--- config.mk ---
export PLATFORM = sky130hd
export DESIGN_NAME = line_delay_ctrl
export DESIGN_NICKNAME = d
export VERILOG_FILES = /design/src/rtl/video_pkg.sv /design/src/rtl/pix_align_pipe.sv /design/src/rtl/line_delay_ctrl.sv
export SDC_FILE = /design/constraint.sdc
export NUM_CORES = 1
export LEC_CHECK = 0
export CORE_MARGIN = 4
export CORE_UTILIZATION = 35
export DETAILED_ROUTE_END_ITERATION = 6
export SYNTH_ARGS = -nofsm -noshare
export SYNTH_HDL_FRONTEND = slang
export SYNTH_SLANG_ARGS = --single-unit
--- constraint.sdc ---
create_clock -name clk -period 6.2 [get_ports clk]
set_clock_uncertainty 0.2 [all_clocks]
set_input_delay 0.93 -clock clk [delete_from_list [all_inputs] [get_ports clk]]
set_output_delay 0.93 -clock clk [all_outputs]
set_load 0.03 [all_outputs]
--- src/rtl/video_pkg.sv ---
// Shared video-path types: line-delay FSM states, error bit indices and
// default 1080p active timing.
package video_pkg;

    typedef enum logic [1:0] {
        IDLE,
        FILL,
        RUN,
        DRAIN
    } ld_state_t;

    localparam int ERR_SYNC = 0;
    localparam int ERR_OVF  = 1;
    localparam int ERR_UDF  = 2;

    localparam int H_ACTIVE_1080P = 1920;
    localparam int V_ACTIVE_1080P = 1080;

endpackage

--- src/rtl/pix_align_pipe.sv ---
// Two-stage delay line for {vld, first, cur}, so the current pixel lines up
// with the FIFO read data of the line above.
module pix_align_pipe #(
    parameter int DATA_W = 8
) (
    input  logic              clk,
    input  logic              rst_n,
    input  logic              vld_i,
    input  logic              first_i,
    input  logic [DATA_W-1:0] cur_i,
    output logic              vld_o,
    output logic              first_o,
    output logic [DATA_W-1:0] cur_o
);

    localparam int STAGES = 2;

    logic [STAGES-1:0][DATA_W+1:0] stg_q;

    always_ff @(posedge clk or negedge rst_n) begin
        if (!rst_n) begin
            stg_q <= '0;
        end else begin
            stg_q[0] <= {vld_i, first_i, cur_i};
            for (int i = 1; i < STAGES; i++) begin
                stg_q[i] <= stg_q[i-1];
            end
        end
    end

    assign vld_o   = stg_q[STAGES-1][DATA_W+1];
    assign first_o = stg_q[STAGES-1][DATA_W];
    assign cur_o   = stg_q[STAGES-1][DATA_W-1:0];

endmodule

--- src/rtl/line_delay_ctrl.sv ---
// One-line delay controller in front of fifo_shift; emits (current, above) pixel
// pairs. Build option LINE_DELAY_REPLICATE_EN replicates the top border in FILL.
module line_delay_ctrl
    import video_pkg::*;
#(
    parameter int DATA_W   = 8,
    parameter int H_ACTIVE = H_ACTIVE_1080P,
    parameter int V_ACTIVE = V_ACTIVE_1080P,
    parameter int DEPTH_W  = 11
) (
    input  logic              clk,
    input  logic              rst_n,
    input  logic              in_vld,
    input  logic              in_sof,
    input  logic              in_eol,
    input  logic [DATA_W-1:0] in_data,
    output logic              fifo_wr_en,
    output logic [DATA_W-1:0] fifo_wr_data,
    output logic              fifo_rd_en,
    input  logic [DATA_W-1:0] fifo_rd_data,
    input  logic              fifo_wr_full,
    input  logic              fifo_rd_empty,
    output logic              out_vld,
    output logic [DATA_W-1:0] out_cur,
    output logic [DATA_W-1:0] out_prev,
    output logic              out_first,
    output logic [2:0]        err
);

    localparam int XW = (H_ACTIVE > 1) ? $clog2(H_ACTIVE) : 1;
    localparam int YW = (V_ACTIVE > 1) ? $clog2(V_ACTIVE) : 1;
    localparam logic [XW-1:0] X_LAST = XW'(H_ACTIVE - 1);
    localparam logic [YW-1:0] Y_LAST = YW'(V_ACTIVE - 1);

    ld_state_t         state_q, state_d;
    logic [XW-1:0]     x_q, x_d, x_base;
    logic [YW-1:0]     y_q, y_d, y_base;
    logic [DEPTH_W:0]  occ_q, occ_d;
    logic [2:0]        err_q, err_d;
    logic              wr_en_q, wr_en_d, rd_en_q, rd_en_d, rd_dly_q;
    logic [DATA_W-1:0] wr_data_q, wr_data_d;
    logic              accept, sync_err, pix_vld, pix_first;
    logic [DATA_W-1:0] pix_cur;
    logic              pv, pf;
    logic [DATA_W-1:0] pc, prev_d;
    logic              out_vld_q, out_first_q;
    logic [DATA_W-1:0] out_cur_q, out_prev_q;

    always_comb begin
        state_d   = state_q;
        x_d       = x_q;
        y_d       = y_q;
        err_d     = err_q;
        wr_en_d   = 1'b0;
        wr_data_d = wr_data_q;
        rd_en_d   = 1'b0;
        pix_vld   = 1'b0;
        pix_first = 1'b0;
        sync_err  = 1'b0;
        x_base    = (state_q == IDLE) ? '0 : x_q;
        y_base    = (state_q == IDLE) ? '0 : y_q;
        accept    = in_vld && ((state_q == IDLE && in_sof) || state_q == FILL || state_q == RUN);

        if (accept) begin
            sync_err = (in_eol != (x_base == X_LAST)) || (in_sof && state_q != IDLE);
            if (sync_err) begin
                err_d[ERR_SYNC] = 1'b1;
                state_d         = DRAIN;
            end else begin
                pix_vld   = 1'b1;
                pix_first = (state_q != RUN);
                if (fifo_wr_full) begin
                    err_d[ERR_OVF] = 1'b1;
                end else begin
                    wr_en_d   = 1'b1;
                    wr_data_d = in_data;
                end
                if (state_q == RUN) begin
                    if (fifo_rd_empty) err_d[ERR_UDF] = 1'b1;
                    else               rd_en_d        = 1'b1;
                end
                if (in_eol) begin
                    x_d     = '0;
                    y_d     = y_base + 1'b1;
                    state_d = (y_base == Y_LAST) ? DRAIN : RUN;
                end else begin
                    x_d = x_base + 1'b1;
                    y_d = y_base;
                    if (state_q == IDLE) state_d = FILL;
                end
            end
        end

        // occ_q counts issued ops, so the drain stops exactly at the last entry
        // even though fifo_rd_empty lags our registered read by a cycle.
        if (state_q == DRAIN) begin
            x_d     = '0;
            y_d     = '0;
            rd_en_d = (occ_q != '0) && !fifo_rd_empty;
            if (fifo_rd_empty && !rd_en_q && !wr_en_q) state_d = IDLE;
        end

        occ_d = occ_q + (DEPTH_W+1)'(wr_en_d) - (DEPTH_W+1)'(rd_en_d);
    end

    assign pix_cur = pix_vld ? in_data : '0;

    pix_align_pipe #(.DATA_W(DATA_W)) u_align (
        .clk     (clk),
        .rst_n   (rst_n),
        .vld_i   (pix_vld),
        .first_i (pix_first),
        .cur_i   (pix_cur),
        .vld_o   (pv),
        .first_o (pf),
        .cur_o   (pc)
    );

    always_comb begin
        prev_d = '0;
        if (pv) begin
            if (rd_dly_q) begin
                prev_d = fifo_rd_data;
            end else begin
`ifdef LINE_DELAY_REPLICATE_EN
                prev_d = pf ? pc : '0;
`else
                prev_d = '0;
`endif
            end
        end
    end

    always_ff @(posedge clk or negedge rst_n) begin
        if (!rst_n) begin
            state_q     <= IDLE;
            x_q         <= '0;
            y_q         <= '0;
            occ_q       <= '0;
            err_q       <= '0;
            wr_en_q     <= 1'b0;
            wr_data_q   <= '0;
            rd_en_q     <= 1'b0;
            rd_dly_q    <= 1'b0;
            out_vld_q   <= 1'b0;
            out_first_q <= 1'b0;
            out_cur_q   <= '0;
            out_prev_q  <= '0;
        end else begin
            state_q     <= state_d;
            x_q         <= x_d;
            y_q         <= y_d;
            occ_q       <= occ_d;
            err_q       <= err_d;
            wr_en_q     <= wr_en_d;
            wr_data_q   <= wr_data_d;
            rd_en_q     <= rd_en_d;
            rd_dly_q    <= rd_en_q;
            out_vld_q   <= pv;
            out_first_q <= pv & pf;
            out_cur_q   <= pc;
            out_prev_q  <= prev_d;
        end
    end

    assign fifo_wr_en   = wr_en_q;
    assign fifo_wr_data = wr_data_q;
    assign fifo_rd_en   = rd_en_q;
    assign out_vld      = out_vld_q;
    assign out_first    = out_first_q;
    assign out_cur      = out_cur_q;
    assign out_prev     = out_prev_q;
    assign err          = err_q;

endmodule

==> results.sh <==
export IMPL_worstPathRequired_ns=6.26
export IMPL_drcViolationCount=0
export IMPL_rows=39
export IMPL_start_util_pct=36.36
export IMPL_fin_tns_setup_ns=0
export IMPL_gp_congestion=0.8459
export IMPL_slew_viol_final=0
export IMPL_cts_tree="yes"
export IMPL_hold_class="register to register"
export IMPL_clk_pin_slew_ns=0.07
export IMPL_fmax_mhz=196.3
export IMPL_seq_area_frac_synth_pct=52.37
export IMPL_coreArea_um2=11560
export IMPL_switching_share_pct=40.02
export IMPL_grt_pass1_vias=3048
export IMPL_setup_slack_ns=1.106
export IMPL_io_pins=54
export IMPL_post_dp_hpwl_mm=6.421
export IMPL_antenna_cells=0
export IMPL_synth_edf_count=0
export IMPL_ant_nets=0
export IMPL_syn_avg_cell_area_um2=10.62
export IMPL_postLayoutCoreUtil_pct=44.69
export IMPL_crit_top_cell="ha_1"
export IMPL_grt_usage_pct=13.72
export IMPL_h_tree_depth=3
export IMPL_synth_seq_cells=88
export IMPL_dr_total_vias=3135
export IMPL_p_int_mw=1.399
export IMPL_cts_root_buffer="clkbuf_16"
export IMPL_rsz0062_at_grt="no"
export IMPL_fin_crit_ns=5.094
export IMPL_clock_sinks=88
export IMPL_tightest_slew_ns=1.046
export IMPL_drt_pass1_iterations=4
export IMPL_clkPwrFrac_pct=22.5
export IMPL_async_reset_ff_share_pct=100.0
export IMPL_period_share_pct=82.17
export IMPL_power_switching_uw=933.7
export IMPL_ctsHoldBuffers=0
export IMPL_comb_power_share_pct=45.0
export IMPL_grt_max_degree=84
export IMPL_syn2layout_area_growth_pct=22.91
export IMPL_die_h_um=117.6
export IMPL_vias_per_cell=5.225
export IMPL_maxCapViolCount=0
export IMPL_crit_chain="buf_4, nor2_1, nor2b_1, ha_1, o2111a_1, a31oi_2, o21ai_2, nor2_2, buf_4, inv_1, ha_1, inv_1, ha_1, fa_1, a21oi_1, o21ai_0, a2111oi_0, nor2_1, o211ai_1"
export IMPL_ys_flop_type="dfrtp_1"
export IMPL_syn_area_um2=4205
export IMPL_syn_inst=396
export IMPL_numCtsBuffers=9
export IMPL_crit_type="register to register"
export IMPL_end_kind="register"
export IMPL_routed_wl_mm=9.250
export IMPL_r2r_start="state_q[1]"
export IMPL_syn_nets=439
export IMPL_fp_dieW_um=117.6
export IMPL_maxSlewHeadroom_pct=30.28
export IMPL_post_cts_resized=0
export IMPL_hold_start="u_align.stg_q[2]"
export IMPL_path_delay_family="compound AO/OA/AOI/OAI gates"
export IMPL_ys_warn_count=0
export IMPL_antenna_found_initial=0
export IMPL_clkLatencyLatePin_ns=0.35
export IMPL_start_kind="register"
export IMPL_grt_overflow=0
export IMPL_p_leak_nw=2.299
export IMPL_cp_slowest_stage_delay_ns=0.70
export IMPL_drtIter0Drc=282
export IMPL_grt_first_pass_wirelength_mm=15.58
export IMPL_critPathSlowestCell="nor2_1"
export IMPL_clockBufferDepth=2
export IMPL_portBuffers=53
export IMPL_cp_data_arrival_time_ns=5.16
export IMPL_yosysUniqueCellTypes=59
export IMPL_cp_num_buf_inv=4
export IMPL_status="completed"
export IMPL_power_density_nw_per_um2=451.3
export IMPL_power_frac_seq_pct=32.5
export IMPL_critPathLaunch="state_q[1]"
export IMPL_dieArea_um2=13830
export IMPL_ir_worst_vdd_mv=0.1600
export IMPL_num_nets_final=495
export IMPL_finalHoldViolCount=0
export IMPL_drive_above_1_share_pct=8.096
export IMPL_cts_setup_buffers=0
export IMPL_path_max_fanout=21
export IMPL_wl_per_cell_um=15.42
export IMPL_place_ws_ns=0.8235
export IMPL_setup_viol=0
## stage by stage
step                std cells  instance area [um2]  power (mW)  hold WS [ns]
floorplan                 396                 4205       1.524        0.1312
global placement          584                 4882       1.800        0.1321
detailed placement        584                 4882       1.817        0.1347
CTS                       600                 5169       2.354        0.1468
global route              600                 5169       2.504        0.1547
finish                    600                 5169       2.333        0.1478
## routing by layer
metal  wire, um  track usage [%]  up-vias
met5          0                0        -
met4        159            5.495        0
met3        467            3.316       10
met2       4150            20.59       83
met1       4472            19.09     1504
li1           -                -     1538
## cells in the mapped netlist, drive strengths merged, types with 2 or more instances
cell type	instances	share of area, %
o211ai	3	0.54
mux2	8	2.1
nor4	4	0.95
or4	4	0.71
a21o	3	0.54
nor2b	6	0.89
buf	8	1.1
nor2	28	2.6
a2111oi	3	0.62
inv	24	2.1
nand2b	5	0.74
o2111ai	4	1.1
a21oi	16	1.9
o21ai	27	3.3
ha	19	5.7
and4	2	0.42
a41oi	4	1.0
xor2	9	1.9
o2111a	2	0.54
xnor2	8	1.7
and3	13	1.9
a31oi	7	1.2
nand4	10	1.5
and2	9	1.3
o41ai	3	0.62
o31ai	5	0.89
clkbuf	4	0.36
nand2	30	2.7
nor3	7	0.83
dfrtp	88	52
nand3	13	1.5
## power groups by stage
stage          Clock, mW  Combinational (mW)  Sequential (mW)
3_3_place_gp           0                1.03            0.767
2_1_floorplan          0               0.678            0.846
5_1_grt            0.565                1.17            0.770
3_5_place_dp           0                1.05            0.770
4_1_cts            0.539                1.05            0.759
6_report           0.525                1.05            0.758
## layout by cell type, fill, tap and decap left out, types with 2 or more instances in the layout
cell type	synthesis	routed
o2111ai_2	2	2
xor2_1	9	9
inv_6	0	4
o2111ai_1	2	2
a2111oi_0	3	3
and4_1	2	2
o2111a_1	2	2
o21ai_0	26	26
nor2b_1	6	6
clkdlybuf4s50_1	0	52
clkbuf_16	0	9
o211ai_1	3	3
inv_1	24	24
nor4_1	3	3
nand4_1	10	10
and2_1	9	9
nor2_1	27	27
o31ai_1	5	5
and3_1	13	13
a31oi_1	6	6
clkinvlp_4	0	2
ha_1	19	19
buf_4	0	5
xnor2_1	8	8
nand2b_1	5	5
dfrtp_1	88	88
o41ai_1	3	3
nand3_1	13	13
a21o_1	3	3
a41oi_1	3	3
nor3_1	7	7
mux2_2	8	8
a21oi_1	16	16
nand2_1	30	30
or4_1	4	4
## flip-flops by register name (all words and copies together) (netlist names), 3 cells and up
name,count
occ_q,12
x_q,11
y_q,11
u_align.stg_q,10
fifo_wr_data,8
out_cur,8
out_prev,8
u_align.cur_o,8
err,3
## cell families (layout without fill, tap and decap cells)
kind of cell	after synthesis	after routing	synth area share (%)
xor+xnor	17	17	3.541
buf+inv	37	98	3.659
fa+ha+maj	21	21	6.367
mux	9	9	2.380
flops	88	88	52.37
compound gates	87	87	14.40
simple gates	137	137	17.29
## final cells by class
cell class	count	area [um2]
fillers	1087	6396
inverters	25	93.84
clock buffers	9	225.2
repair buffers	57	558.0
multi-input cells	271	1849
flip-flops and latches	88	2202
clock inverters	7	61.31
well taps	143	178.9
## final timing paths
check	to	slack, ns	depth (start not counted)
min reg2reg	u_align.cur_o[2]	0.15	0
max in group asynchronous	out_prev[1]	4.41	2
max	occ_q[10]	1.11	19
max reg2reg	occ_q[10]	1.11	19
min	u_align.cur_o[2]	0.15	0
min in group asynchronous	out_cur[2]	0.17	1
Note: power is estimated with default switching activity, not from simulation.
